--- config.mk ---
export PLATFORM = sky130hd
export DESIGN_NAME = instruction_encoder
export DESIGN_NICKNAME = d
export VERILOG_FILES = /design/src/rtl/instruction_encoder_pkg.sv /design/src/rtl/instruction_packer.sv /design/src/rtl/instruction_encoder.sv
export SDC_FILE = /design/constraint.sdc
export NUM_CORES = 1
export LEC_CHECK = 0
export ABC_AREA = 1
export BUFFER_PORTS_ARGS = -buffer_cell sky130_fd_sc_hd__buf_2
export CAP_MARGIN = 0
export CORE_MARGIN = 2
export CORE_UTILIZATION = 49
export DETAILED_ROUTE_END_ITERATION = 10
export GPL_TIMING_DRIVEN = 0
export PLACE_DENSITY = 0.78
export SLEW_MARGIN = 20
export SYNTH_ARGS = -nofsm -noshare
export SYNTH_HDL_FRONTEND = slang
export SYNTH_SLANG_ARGS = --single-unit
export TNS_END_PERCENT = 20
--- constraint.sdc ---
create_clock -name clk -period 1.5 [get_ports clk]
set_clock_uncertainty 0.2 [all_clocks]
set_input_delay 0.075 -clock clk [delete_from_list [all_inputs] [get_ports clk]]
set_output_delay 0.075 -clock clk [all_outputs]
set_load 0.02 [all_outputs]
--- src/rtl/instruction_encoder_pkg.sv ---
// Shared definitions for the RV32I instruction encoder: format codes, opcode
// constants, immediate range limits, the captured field bundle and FSM states.
package instruction_encoder_pkg;

    typedef enum logic [1:0] {
        FMT_R = 2'd0,
        FMT_I = 2'd1,
        FMT_S = 2'd2,
        FMT_B = 2'd3
    } fmt_e;

    typedef enum logic [1:0] {
        ST_IDLE = 2'd0,
        ST_PACK = 2'd1,
        ST_OUT  = 2'd2
    } state_e;

    localparam logic [6:0] OP_RTYPE  = 7'h33;
    localparam logic [6:0] OP_ITYPE  = 7'h13;
    localparam logic [6:0] OP_LOAD   = 7'h03;
    localparam logic [6:0] OP_STORE  = 7'h23;
    localparam logic [6:0] OP_BRANCH = 7'h63;

    // 12-bit signed immediates (I/S) and 13-bit even byte offsets (B)
    localparam logic signed [31:0] IMM12_MIN = -32'sd2048;
    localparam logic signed [31:0] IMM12_MAX = 32'sd2047;
    localparam logic signed [31:0] IMMB_MIN  = -32'sd4096;
    localparam logic signed [31:0] IMMB_MAX  = 32'sd4094;

    localparam logic [31:0] NOP_WORD = 32'h0000_0013;

    // One accepted field bundle, held while the word is being packed
    typedef struct packed {
        fmt_e        fmt;
        logic [6:0]  opcode;
        logic [4:0]  rd;
        logic [2:0]  funct3;
        logic [4:0]  rs1;
        logic [4:0]  rs2;
        logic [6:0]  funct7;
        logic [31:0] imm;
    } fields_t;

    // True when a signed immediate lies outside [lo, hi]
    function automatic logic imm_out_of_range(input logic [31:0] imm,
                                              input logic signed [31:0] lo,
                                              input logic signed [31:0] hi);
        return ($signed(imm) < lo) || ($signed(imm) > hi);
    endfunction

endpackage

--- src/rtl/instruction_packer.sv ---
// Combinational RV32I field packer (R/I/S/B). Immediate range checking is
// compiled in only when ENCODER_RANGE_CHECK_EN is defined; otherwise the
// range error output is constant 0.
module instruction_packer
    import instruction_encoder_pkg::*;
(
    input  fields_t     fields,
    output logic [31:0] word,
    output logic        range_err
);

    // Place each field at its RV32I bit position; unused fields are dropped
    always_comb begin
        word = NOP_WORD;
        case (fields.fmt)
            FMT_R:   word = {fields.funct7, fields.rs2, fields.rs1, fields.funct3,
                             fields.rd, fields.opcode};
            FMT_I:   word = {fields.imm[11:0], fields.rs1, fields.funct3,
                             fields.rd, fields.opcode};
            FMT_S:   word = {fields.imm[11:5], fields.rs2, fields.rs1, fields.funct3,
                             fields.imm[4:0], fields.opcode};
            FMT_B:   word = {fields.imm[12], fields.imm[10:5], fields.rs2, fields.rs1,
                             fields.funct3, fields.imm[4:1], fields.imm[11], fields.opcode};
            default: word = NOP_WORD;
        endcase
    end

`ifdef ENCODER_RANGE_CHECK_EN
    // Flag immediates that do not survive truncation, and odd branch offsets
    always_comb begin
        range_err = 1'b0;
        case (fields.fmt)
            FMT_I, FMT_S: range_err = imm_out_of_range(fields.imm, IMM12_MIN, IMM12_MAX);
            FMT_B:        range_err = imm_out_of_range(fields.imm, IMMB_MIN, IMMB_MAX)
                                      | fields.imm[0];
            default:      range_err = 1'b0;
        endcase
    end
`else
    // Upper immediate bits only matter to the range check
    logic unused_imm_s;
    assign unused_imm_s = ^fields.imm[31:13];

    // No checking in this build
    always_comb begin
        range_err = 1'b0;
    end
`endif

endmodule

--- src/rtl/instruction_encoder.sv ---
// RV32I instruction encoder: accepts a field bundle per valid/ready handshake,
// packs it one cycle later and presents a registered word with a sequential
// word address. Optional immediate range checking: ENCODER_RANGE_CHECK_EN.
module instruction_encoder
    import instruction_encoder_pkg::*;
#(
    parameter int                    ADDR_WIDTH = 8,
    parameter logic [ADDR_WIDTH-1:0] BASE_ADDR  = {ADDR_WIDTH{1'b0}}
) (
    input  logic                  clk,
    input  logic                  reset,
    input  logic                  validIn,
    output logic                  readyOut,
    input  logic [1:0]            fmtIn,
    input  logic [6:0]            opcodeIn,
    input  logic [4:0]            rdIn,
    input  logic [2:0]            funct3In,
    input  logic [4:0]            rs1In,
    input  logic [4:0]            rs2In,
    input  logic [6:0]            funct7In,
    input  logic [31:0]           immIn,
    output logic                  validOut,
    input  logic                  readyIn,
    output logic [31:0]           instructionOut,
    output logic [ADDR_WIDTH-1:0] addrOut,
    output logic                  errWordOut,
    output logic                  errorOut
);

    state_e                  state_r;
    state_e                  state_next_s;
    fields_t                 fields_r;
    logic [31:0]             packed_word_s;
    logic                    pack_err_s;
    logic                    ready_r;
    logic                    valid_r;
    logic [31:0]             instr_r;
    logic [ADDR_WIDTH-1:0]   addr_r;
    logic                    err_word_r;
    logic                    error_r;
    logic                    accept_s;
    logic                    release_s;

    assign accept_s  = validIn & ready_r;
    assign release_s = valid_r & readyIn;

    instruction_packer u_packer (
        .fields    (fields_r),
        .word      (packed_word_s),
        .range_err (pack_err_s)
    );

    // State register
    always_ff @(posedge clk) begin
        if (reset) begin
            state_r <= ST_IDLE;
        end else begin
            state_r <= state_next_s;
        end
    end

    // Next-state: accept in IDLE, pack for one cycle, wait for the consumer
    always_comb begin
        state_next_s = state_r;
        case (state_r)
            ST_IDLE: begin
                if (accept_s) begin
                    state_next_s = ST_PACK;
                end else begin
                    state_next_s = ST_IDLE;
                end
            end
            ST_PACK: state_next_s = ST_OUT;
            ST_OUT: begin
                if (release_s) begin
                    state_next_s = ST_IDLE;
                end else begin
                    state_next_s = ST_OUT;
                end
            end
            default: state_next_s = ST_IDLE;
        endcase
    end

    // Datapath and registered handshake outputs; reset discards any word in flight
    always_ff @(posedge clk) begin
        if (reset) begin
            fields_r   <= {$bits(fields_t){1'b0}};
            ready_r    <= 1'b1;
            valid_r    <= 1'b0;
            instr_r    <= 32'h0000_0000;
            addr_r     <= BASE_ADDR;
            err_word_r <= 1'b0;
            error_r    <= 1'b0;
        end else begin
            case (state_r)
                ST_IDLE: begin
                    if (accept_s) begin
                        fields_r.fmt    <= fmt_e'(fmtIn);
                        fields_r.opcode <= opcodeIn;
                        fields_r.rd     <= rdIn;
                        fields_r.funct3 <= funct3In;
                        fields_r.rs1    <= rs1In;
                        fields_r.rs2    <= rs2In;
                        fields_r.funct7 <= funct7In;
                        fields_r.imm    <= immIn;
                        ready_r         <= 1'b0;
                    end
                end
                ST_PACK: begin
                    instr_r    <= packed_word_s;
                    err_word_r <= pack_err_s;
                    error_r    <= error_r | pack_err_s;
                    valid_r    <= 1'b1;
                end
                ST_OUT: begin
                    if (release_s) begin
                        valid_r <= 1'b0;
                        ready_r <= 1'b1;
                        addr_r  <= addr_r + ADDR_WIDTH'(1'b1);
                    end
                end
                default: begin
                    valid_r <= 1'b0;
                    ready_r <= 1'b1;
                end
            endcase
        end
    end

    assign readyOut       = ready_r;
    assign validOut       = valid_r;
    assign instructionOut = instr_r;
    assign addrOut        = addr_r;
    assign errWordOut     = err_word_r;
    assign errorOut       = error_r;

endmodule

Word-level counts from Yosys, hierarchy flattened
Index checks and enable logic that the tools add are counted.
- $add $sub $neg: 1
- equality and inequality tests: 7
- mux-type cells: 9
- bitwise gates (word level): 4
- reductions and logical operators: 6
- operators by type and width (kind ; number):
    case mux 32 bit (4 select lines) ; 1
    adder 8 x 1 -> 8 bit (second input constant) ; 1
    equality test 2 bit (second input constant) ; 3
    case mux 1 bit (3 select lines) ; 2
    case mux 2 bit (3 select lines) ; 1
    AND reduction 2 bit ; 3
    equality test 2 x 1 -> 1 bit (second input constant) ; 2
    zero test 2 bit ; 2
    two-way mux 1 bit ; 4
    != test 2 bit (second input constant) ; 2
    AND reduction 3 bit ; 1
    AND 1 bit ; 2
    two-way mux 2 bit ; 1
    NOT 1 bit ; 2
- register bits: 91
- input port bits: 70
- output and inout port bits: 44
- logic and storage cells: 40

Depth between registers and ports, before layout
Gate-level depths: netlist of the first run.
- depth after elaboration: 3
- mapped depth: 8

Hierarchy
A second synthesis of the first run with hierarchy kept.
- cells, all modules: 595
- area total of the unflattened synthesis: 4524.3 um^2
- modules (own cells, without submodules) (module ; instances ; cells each ; area an instance (um^2) ; seq. area each (um^2)):
    instruction_encoder ; 1 ; 516 ; 4142.7 ; 2242.2
    instruction_packer ; 1 ; 79 ; 381.6 ; 0.0

Worst setup path after synthesis of the first run
No wires, ideal clock.
- path kind: reg2reg
- start point: register valid_r (netlist: validOut)
- end point: register addr_r[5] (netlist: addrOut[5])
- setup time: 0.116 ns
- arrival: 1.053 ns
- data required time: 1.184 ns
- path slack: 0.132 ns
- cell stages (with the launch flop): 8
- clock period less this slack: 1.368 ns
- path through: dfxtp_1 nand2_1 inv_1 nand2_2 nor2_4 nand2_1 o21ai_0 nor2_1
- longest elaborated chain between the ends: 2
- RTL lines (element ; RTL line ; text):
    from (decl) ; instruction_encoder.sv:36 ; logic valid_r;
    from (signal assigned) ; instruction_encoder.sv:90 ; valid_r <= 1'b0;
    from (signal assigned) ; instruction_encoder.sv:114 ; valid_r <= 1'b1;
    from (signal assigned) ; instruction_encoder.sv:118 ; valid_r <= 1'b0;
    AND 1 bit ; instruction_encoder.sv:45 ; assign release_s = valid_r & readyIn;
    AND reduction 2 bit (no line) ; n/a ;
    to (signal assigned) ; instruction_encoder.sv:120 ; addr_r <= addr_r + ADDR_WIDTH'(1'b1);
    to (decl) ; instruction_encoder.sv:38 ; logic [ADDR_WIDTH-1:0] addr_r;
Every way passes these cells.
A chain may end at the register's enable or synchronous reset.

Worst setup path in the final report of the first run
- start point: register state_r[0]
- end point: register fields_r[45] (netlist name)
- longest elaborated chain between the ends: 2
- RTL lines (element ; RTL line ; text):
    from (decl) ; instruction_encoder.sv:30 ; state_e state_r;
    from (signal assigned) ; instruction_encoder.sv:58 ; state_r <= state_next_s;
    zero test 2 bit ; instruction_encoder.sv:96 ; case (state_r)
    AND reduction 2 bit (no line) ; n/a ;
    to (signal assigned) ; instruction_encoder.sv:88 ; fields_r <= {$bits(fields_t){1'b0}};
    to (decl) ; instruction_encoder.sv:32 ; fields_t fields_r;
Every way passes these cells.

==> reports/metrics.cfg, run 1 <==
[run_status]
status=finished, final reports clean

[sta]
slew_violations=0
setup_violations=0
finalHoldViolCount=0
fmax_mhz=697
final.min_clock_period_ns=1.44
relSlewSlack_pct=62.3
worstMarginPinSlew_ns=0.566
min_period_over_period_pct=95.7
rsz0062_at_grt=true

[yosys]
synth_area_leaders=dfxtp_1 52%, nor2_1 14%, o21ai_0 11%, nand2_1 4.6%, inv_1 3.3%
yosys-top-cells-count=131 x nor2_1, 91 x dfxtp_1, 76 x o21ai_0
ys.flop_type=dfxtp_1
synth_top_area_share_pct=51.9
ys_async_sr_fraction_pct=0
netlist_area_mm2=0.00351
yosys_register_bits=91
synth_area_leader_cell=dfxtp_1
yosysWarnings=0
synth.avg_cell_area_um2=7.59
netlist_instances=463
synth_edf_count=0
ys_seq_area_share_pct=51.9
synth.most_common_cell=nor2_1
ys_types=22

[clocking]
ctsHtreeMaxLevel=3
clock_latency_ns=0.36
cts_buffers=9
cts.sinks=91
clk_pin_slew_ns=0.09
cts_buffer_depth=2
cts_root_buffer=clkbuf_8
cts_tree=yes

[layout]
drive_above_1_share_pct=23.4
ff_latch_area_mm2=0.00183
diodes=0
multi_input_area_mm2=0.00144
num-fill-cells=553
final_cells=719
area_delta_synth_final_pct=38.7
stdcell_area_mm2=0.00487
final_util_pct=70.9
final_nets=689

[flow_run]
max_cap_violations=0

[place]
place_hpwl_um=6530
place_area_mm2=0.00410
gp_congestion=0.855
io_buffers=92
dp_cells=652

[floorplanning]
die_x_um=88.7
die_h_um=88.7
core_area_mm2=0.00687
core.rowCount=30
num_io_pins=114
initial_core_util_pct=51.1
dieArea_mm2=0.00786

[grt]
grt_max_degree=17
grt_usage_pct=26.1
grt_pass1_vias=3453
grt_pass1_wl_um=15600
grt-ovfl-total=0
antenna_found_initial=0

[pwr]
peakVddDrop_mv=0.748
p_total_w=0.00576
power.leakage_nw=2.33
power_density_mw_per_mm2=1180

[drt]
drtPass1Iterations=5
drt-total-wl_um=9950
drtIter0Drc=199
ant_nets=0
drc=0
via_per_inst=5.06
vias=3636
wire_per_inst_um=13.8

[worst_setup_path]
critPathLaunchType=flip-flop
worst-endpoint-required_ns=1.56
end_kind=flip-flop
critical_path.max_fanout=10
arrival_ns=1.50
path_class=flip-flop to flip-flop

[worst_hold_path]
hp-class=input port to flip-flop

## layer usage
metal  vias up  wire (um)  GRT usage (%)
met5         -          0              0
met4         0        329           12.4
met3        32        658           4.29
met2       137       4890           45.3
met1      1665       4070           31.4
li1       1802          -              -
## layout make-up
type                            count  area share (%)
Inverter                           35            2.75
Clock buffer                       10            2.83
Multi-Input combinational cell    311            29.5
Sequential cell                    91            37.5
Clock inverter                      6            1.93
Buffer                             27            3.16
Tap cell                           96            2.47
Timing Repair Buffer              143            19.9
## registers in the layout, indices dropped and copies added (netlist names)
| signal | cells |
|---|---|
| addrOut | 8 |
| readyOut | 1 |
| state_r | 2 |
| fields_r | 47 |
| validOut | 1 |
| instructionOut | 32 |
## path summary, 6_finish.rpt
check | start | cells past startpoint | slack, ns | endpoint
setup reg to reg | state_r[0]$_SDFF_PP0_ | 5 | 0.06 | fields_r[45]$_SDFFE_PP0P_
hold reg to reg | fields_r[37]$_SDFFE_PP0P_ | 2 | 0.29 | fields_r[37]$_SDFFE_PP0P_
setup / recovery | state_r[0]$_SDFF_PP0_ | 5 | 0.06 | fields_r[45]$_SDFFE_PP0P_
hold / removal | reset | 5 | 0.04 | addrOut[2]$_SDFFE_PP0P_
## where the power goes
group | switching, W | internal, W | total (W) | leakage (nW)
registers | 0.000140 | 0.00265 | 0.00279 | 0.749
clock network | 0.000904 | 0.00100 | 0.00191 | 0.114
logic | 0.000630 | 0.000432 | 0.00106 | 1.47
total | 0.00167 | 0.00408 | 0.00576 | 2.33
## placed cells by master, fill, tap and decap left out, drive strengths merged, types with 14 or more instances in the layout
cell type    netlist  final
dfxtp             91     91
inv               35     38
clkbuf             9     17
a21oi             17     17
nand3             14     14
o21ai             79     79
dlygate4sd3        0     50
nand2             44     44
buf               18    113
nor2             135    135
## per-stage QoR
stage          hold slack (ns)  TNS [ns]  setup WS, ns
2_1_floorplan          -0.0533         0         0.132
3_3_place_gp             0.116   -0.0359       -0.0359
3_5_place_dp             0.125    -0.125       -0.0470
4_1_cts                 0.0291         0       0.00851
5_1_grt                 0.0871    -0.124       -0.0646
6_report                0.0353         0        0.0646
## worst max-delay path, stage by stage (launching register included)
cell,delay [ns]
dfxtp_2,0.35
inv_2,0.11
nand4_4,0.19
buf_2,0.24
o21ai_0,0.19
nor2_1,0.06
## cells by family (layout without fill, tap and decap cells)
group	Yosys count	after routing	share of synthesized area, %
and+or+nand+nor	199	199	23.4
AOI/OAI and AO/OA	109	109	16.5
DFF	91	91	51.9
buffers and inverters	62	221	7.69
adders and majority gates	1	1	0.356
other	1	2	0.107
## timing repair
item | in CTS | in global routing
endpoints found under the setup margin | 19 | 72
endpoints found under the hold margin | 53 | 0
pin swaps | 1 | 1
hold buffers | 50 | 0
gates resized for setup | 6 | 17
setup buffers | 1 | 0
Note: power is estimated with default switching activity, not from simulation.
==> run 2, diff against run 1 <==
- BUFFER_PORTS_ARGS: -buffer_cell sky130_fd_sc_hd__buf_2 -> not set
- DONT_BUFFER_PORTS: not set -> 1
- PLACE_DENSITY: 0.78 -> not set
- SLEW_MARGIN: 20 -> not set
==> reports/metrics.cfg, run 2 (synthesized netlist as in run 1, its figures left out) <==
[sta]
worstMarginPinSlew_ns=0.578  ; +0.0126 ns
fin_tns_setup_ns=0  ; unchanged
rsz0062_at_grt=true
slew_violations=0  ; unchanged
fmax_mhz=683  ; -2.0%
setup_violations=0  ; unchanged
relSlewSlack_pct=61.4  ; -0.84 points
finalHoldViolCount=0  ; unchanged
min_period_over_period_pct=97.6  ; +2.0 points
final.min_clock_period_ns=1.46  ; +0.0293 ns
layout_setup_ws_ns=0.0353  ; -0.0293 ns

[worst_setup_path]
critPathLaunchType=flip-flop
critical_path.max_fanout=10  ; unchanged
crit_chain=inv_2, nand4_4, buf_2, o21ai_0, a21oi_1
path_delay_family=buffers and inverters
end_kind=flip-flop
path_class=flip-flop to flip-flop
slowest_stage=dfxtp_2
worst-endpoint-required_ns=1.55  ; about the same
path_buf_inv=2  ; unchanged
slowest_delay_ns=0.34  ; about the same
arrival_ns=1.52  ; +0.02 ns

[worst_hold_path]
hp-class=input port to flip-flop

[layout]
final_cell_mix=129 x nor2_1, 84 x dfxtp_1, 75 x o21ai_0, 52 x dlygate4sd3_1, 43 x nand2_1
largest_register_ffs=47  ; unchanged
area_delta_synth_final_pct=26.4
drive_above_1_share_pct=10.9  ; -13 points
diodes=0  ; unchanged
num-fill-cells=670  ; +21%
final_nets=599  ; -13%
largest-register=fields_r
final_cells=629  ; -13%
stdcell_area_mm2=0.00444  ; -8.9%
final_common_cell=nor2_1

[grt]
grt_max_degree=16  ; -1
grt-ovfl-total=0  ; unchanged
grt_pass1_wl_um=15200  ; -2.7%
grt_usage_pct=25.4  ; -0.67 points
grt_pass1_vias=3183  ; -7.8%
antenna_found_initial=0  ; unchanged

[clocking]
cts_tree=yes
clock_latency_ns=0.36  ; about the same
cts.sinks=91  ; unchanged
ctsHtreeMaxLevel=3  ; unchanged
cts_buffers=9  ; unchanged
clk_pin_slew_ns=0.09  ; about the same
cts_buffer_depth=2  ; unchanged
cts_root_buffer=clkbuf_8

[run_status]
status=finished, final reports clean

[drt]
drtIter0Drc=118  ; -41%
drt-total-wl_um=9500  ; -4.5%
drtPass1Iterations=5  ; unchanged
wire_per_inst_um=15.1  ; +9.1%
via_per_inst=5.16  ; +2.1%
ant_nets=0  ; unchanged
drc=0  ; unchanged
vias=3248  ; -11%

[floorplanning]
dieArea_mm2=0.00786  ; unchanged
die_h_um=88.7  ; unchanged
core.rowCount=30  ; unchanged
die_x_um=88.7  ; unchanged
initial_core_util_pct=51.1  ; unchanged
core_area_mm2=0.00687  ; unchanged
num_io_pins=114  ; unchanged

[place]
io_buffers=0  ; -100%
place_hpwl_um=6330  ; -3.2%
gp_congestion=0.783  ; -8.5%
dp_cells=560  ; -14%
place_area_mm2=0.00364  ; -11%
post-place-ws_ns=-0.152  ; -0.105 ns

[pwr]
p_sw_w=0.00162  ; -3.3%
power.leakage_nw=1.92  ; -18%
p_comb_share_pct=14.6  ; -3.8 points
pwr-share-seq_pct=51.5  ; +3.0 points
cellInternalPower_w=0.00402  ; -1.5%
swShare_pct=28.7  ; -0.38 points
power_density_mw_per_mm2=1270  ; +7.5%
peakVddDrop_mv=0.665  ; -11%
clockPowerShare_pct=33.9  ; +0.8 points

[flow_run]
max_cap_violations=0  ; unchanged

[run 2: worst reg2reg max path: cells and delay by family, from the launching register on]
family	cells	cell delay (ns)
AND/OR/NAND/NOR	1	0.19
flip-flops	1	0.34
buffers and inverters	2	0.36
AO/OA/AOI/OAI	2	0.27
[run 2: metal layers]
metal  share of wire [%]  GRT usage [%]
met1                  42           30.9
met2                  50           44.0
met3                 7.0           5.60
met4                 1.0           9.50
met5                   0              0
[run 2: metrics by stage]
step / total power [W] / utilization [%] / hold WS, ns
global route: 0.00591 / 64.6 / 0.0604
global placement: 0.00362 / 52.9 / -0.0511
detailed placement: 0.00364 / 52.9 / -0.0500
finish: 0.00564 / 64.6 / 0.0350
CTS: 0.00566 / 64.1 / -0.250
floorplan: 0.00343 / - / -0.0533
[run 2: power by group through the flow]
stage	clock network, W	registers (W)	logic, W
after global routing	0.00204	0.00293	0.000933
after detailed placement	0	0.00295	0.000685
after floorplan	0	0.00291	0.000524
final	0.00191	0.00290	0.000823
after CTS	0.00195	0.00290	0.000805
after global placement	0	0.00295	0.000668
[run 2: final cells by class]
| class | count | area (um^2) | share of cell area [%] |
|---|---|---|---|
| sequential | 91 | 1840 | 41.4 |
| multi-input combinational | 311 | 1430 | 32.3 |
| timing repair buffer | 53 | 528 | 11.9 |
| clock buffer | 11 | 151 | 3.41 |
| buffer | 27 | 148 | 3.33 |
| inverter | 35 | 136 | 3.07 |
| tap | 96 | 120 | 2.71 |
| clock inverter | 5 | 85.1 | 1.92 |
[run 2: path summary, 6_finish.rpt]
kind	to	startpoint	slack (ns)	cells after the start
worst max-delay path	fields_r[64]$_SDFFE_PP0P_	state_r[0]$_SDFF_PP0_	0.04	5
worst max register to register	fields_r[64]$_SDFFE_PP0P_	state_r[0]$_SDFF_PP0_	0.04	5
worst min register to register	fields_r[49]$_SDFFE_PP0P_	fields_r[49]$_SDFFE_PP0P_	0.29	2
worst min-delay path	fields_r[44]$_SDFFE_PP0P_	reset	0.03	4
[run 2: what timing repair did]
action,in CTS,in global routing
pin swaps,0,1
hold buffers,51,1
setup endpoints to repair,58,63
resized for setup,9,16
hold endpoints to repair,61,1
buffers inserted,0,1
==> run 3, diff against run 2 <==
- clock period: 1.5 -> 1.86 ns (I/O delays scaled with it)
==> reports/metrics.cfg, run 3 (synthesized netlist as in run 1, its figures left out) <==
[worst_setup_path]
worst-endpoint-required_ns=1.95  ; +0.40 ns
arrival_ns=1.78  ; +0.26 ns
slowest_stage=dfxtp_1
slowest_delay_ns=0.54  ; +0.20 ns
critical_path.max_fanout=10  ; unchanged
path_delay_family=flip-flops
crit_top_cell=nor2_1
critPathLaunchType=flip-flop
path_buf_inv=2  ; unchanged
end_kind=flip-flop
crit_chain=nand4_4, inv_2, buf_2, nor2_1, nor2_1
path_class=flip-flop to flip-flop

[sta]
min_period_over_period_pct=90.7  ; -6.9 points
rsz0062_at_grt=false
whs_ns=0.236  ; +0.201 ns
fin_tns_setup_ns=0  ; unchanged
fmax_mhz=593  ; -13%
setup_violations=0  ; unchanged
final.min_clock_period_ns=1.69  ; +0.222 ns
slew_violations=0  ; unchanged
finalHoldViolCount=0  ; unchanged

[floorplanning]
core.rowCount=30  ; unchanged
die_x_um=88.7  ; unchanged
dieArea_mm2=0.00786  ; unchanged
initial_core_util_pct=51.1  ; unchanged
die_h_um=88.7  ; unchanged
num_io_pins=114  ; unchanged
core_area_mm2=0.00687  ; unchanged

[clocking]
clk_pin_slew_ns=0.09  ; about the same
cts_resized=0  ; -9
cts.sinks=91  ; unchanged
cts_tree=yes
cts_root_buffer=clkbuf_8
cts_setup_buffers=0  ; unchanged
cts_buffers=9  ; unchanged
cts_buffer_depth=2  ; unchanged
ctsHtreeMaxLevel=3  ; unchanged
clock_latency_ns=0.36  ; about the same

[grt]
antenna_found_initial=0  ; unchanged
grt_usage_pct=25.4  ; unchanged
grt_pass1_wl_um=15200  ; +0.14%
grt-ovfl-total=0  ; unchanged
grt_pass1_vias=3180  ; -0.094%
grt_max_degree=16  ; unchanged

[drt]
drc=0  ; unchanged
drtIter0Drc=149  ; +26%
drt-total-wl_um=9380  ; -1.2%
ant_nets=0  ; unchanged
vias=3251  ; +0.092%
wire_per_inst_um=15.0  ; -0.58%
via_per_inst=5.20  ; +0.73%
drtPass1Iterations=6  ; +1

[run_status]
status=finished, final reports clean

[place]
dp_cells=560  ; unchanged
place_hpwl_um=6330  ; unchanged
io_buffers=0  ; unchanged
gp_congestion=0.783  ; unchanged
place_area_mm2=0.00364  ; unchanged

[flow_run]
max_cap_violations=0  ; unchanged

[layout]
stdcell_area_mm2=0.00437  ; -1.6%
final_common_cell=nor2_1
diodes=0  ; unchanged
final_cells=625  ; -0.64%
drive_above_1_share_pct=8.32  ; -2.6 points
area_delta_synth_final_pct=24.4
final_nets=595  ; -0.67%
final_cell_mix=131 x nor2_1, 91 x dfxtp_1, 76 x o21ai_0, 50 x dlygate4sd3_1, 43 x nand2_1
largest-register=fields_r
largest_register_ffs=47  ; unchanged

[pwr]
peakVddDrop_mv=0.540  ; -19%
power.leakage_nw=1.89  ; -1.2%
cellInternalPower_w=0.00323  ; -20%
swShare_pct=28.7  ; about the same
clockPowerShare_pct=34.1  ; +0.2 points
power_density_mw_per_mm2=1040  ; -18%
p_sw_w=0.00130  ; -20%
pwr-share-seq_pct=51.6  ; about the same
p_total_w=0.00452  ; -20%
p_comb_share_pct=14.2  ; -0.4 points

[worst_hold_path]
hp-class=input port to flip-flop

run 3: changes by cell type in the layout (fill, tap and decap cells not counted), sizes merged:
cell | before | now
clkbuf | 18 | 19
clkinv | 3 | 2
inv | 34 | 35
buf | 21 | 18
dlygate4sd3 | 52 | 50
run 3: final timing paths:
check	slack [ns]	depth (start not counted)	end	from
worst max-delay path	0.17	5	fields_r[52]$_SDFFE_PP0P_	readyOut$_SDFFE_PP1P_
worst min-delay path	0.24	3	fields_r[48]$_SDFFE_PP0P_	rs1In[4]
worst min register to register	0.29	2	instructionOut[16]$_SDFFE_PP0P_	fields_r[45]$_SDFFE_PP0P_
worst max register to register	0.17	5	fields_r[52]$_SDFFE_PP0P_	readyOut$_SDFFE_PP1P_
run 3: worst reg2reg max path: cells and delay by family (launching register included):
family | cells | cell delay (ns)
buf+inv | 2 | 0.50
flops | 1 | 0.54
simple gates | 3 | 0.39
run 3: area by class of cell:
type                            count  area [um^2]
Clock inverter                      5         85.1
Tap cell                           96          120
Sequential cell                    91         1820
Fill cell                         660         2500
Inverter                           35          131
Timing Repair Buffer               50          500
Multi-Input combinational cell    311         1420
Buffer                             26          135
Clock buffer                       11          151
run 3: power by group through the flow:
stage                     Clock, W  Sequential (W)  Combinational [W]
after floorplan                  0         0.00234           0.000423
after global placement           0         0.00238           0.000539
after detailed placement         0         0.00238           0.000553
after CTS                  0.00158         0.00234           0.000641
after global routing       0.00165         0.00236           0.000733
final                      0.00154         0.00234           0.000644
run 3: repair_timing:
item	4_1_cts	5_1_grt
hold buffers	50	0
endpoints found under the hold margin	61	0
setup endpoints to repair	0	2
run 3: per-stage QoR:
stage	utilization [%]	setup WS, ns
6_report	63.6	0.173
5_1_grt	63.6	0.0543
4_1_cts	63.7	0.147
3_5_place_dp	52.9	0.208
3_3_place_gp	52.9	0.241
2_1_floorplan	-	0.492
run 3: layer usage:
layer | track usage (%) | vias up | part of all wire [%]
met3 | 5.50 | 12 | 6.6
li1 | - | 1611 | -
met2 | 44.1 | 102 | 49
met4 | 9.09 | 0 | 1.4
met5 | 0 | - | 0
met1 | 31.0 | 1526 | 43
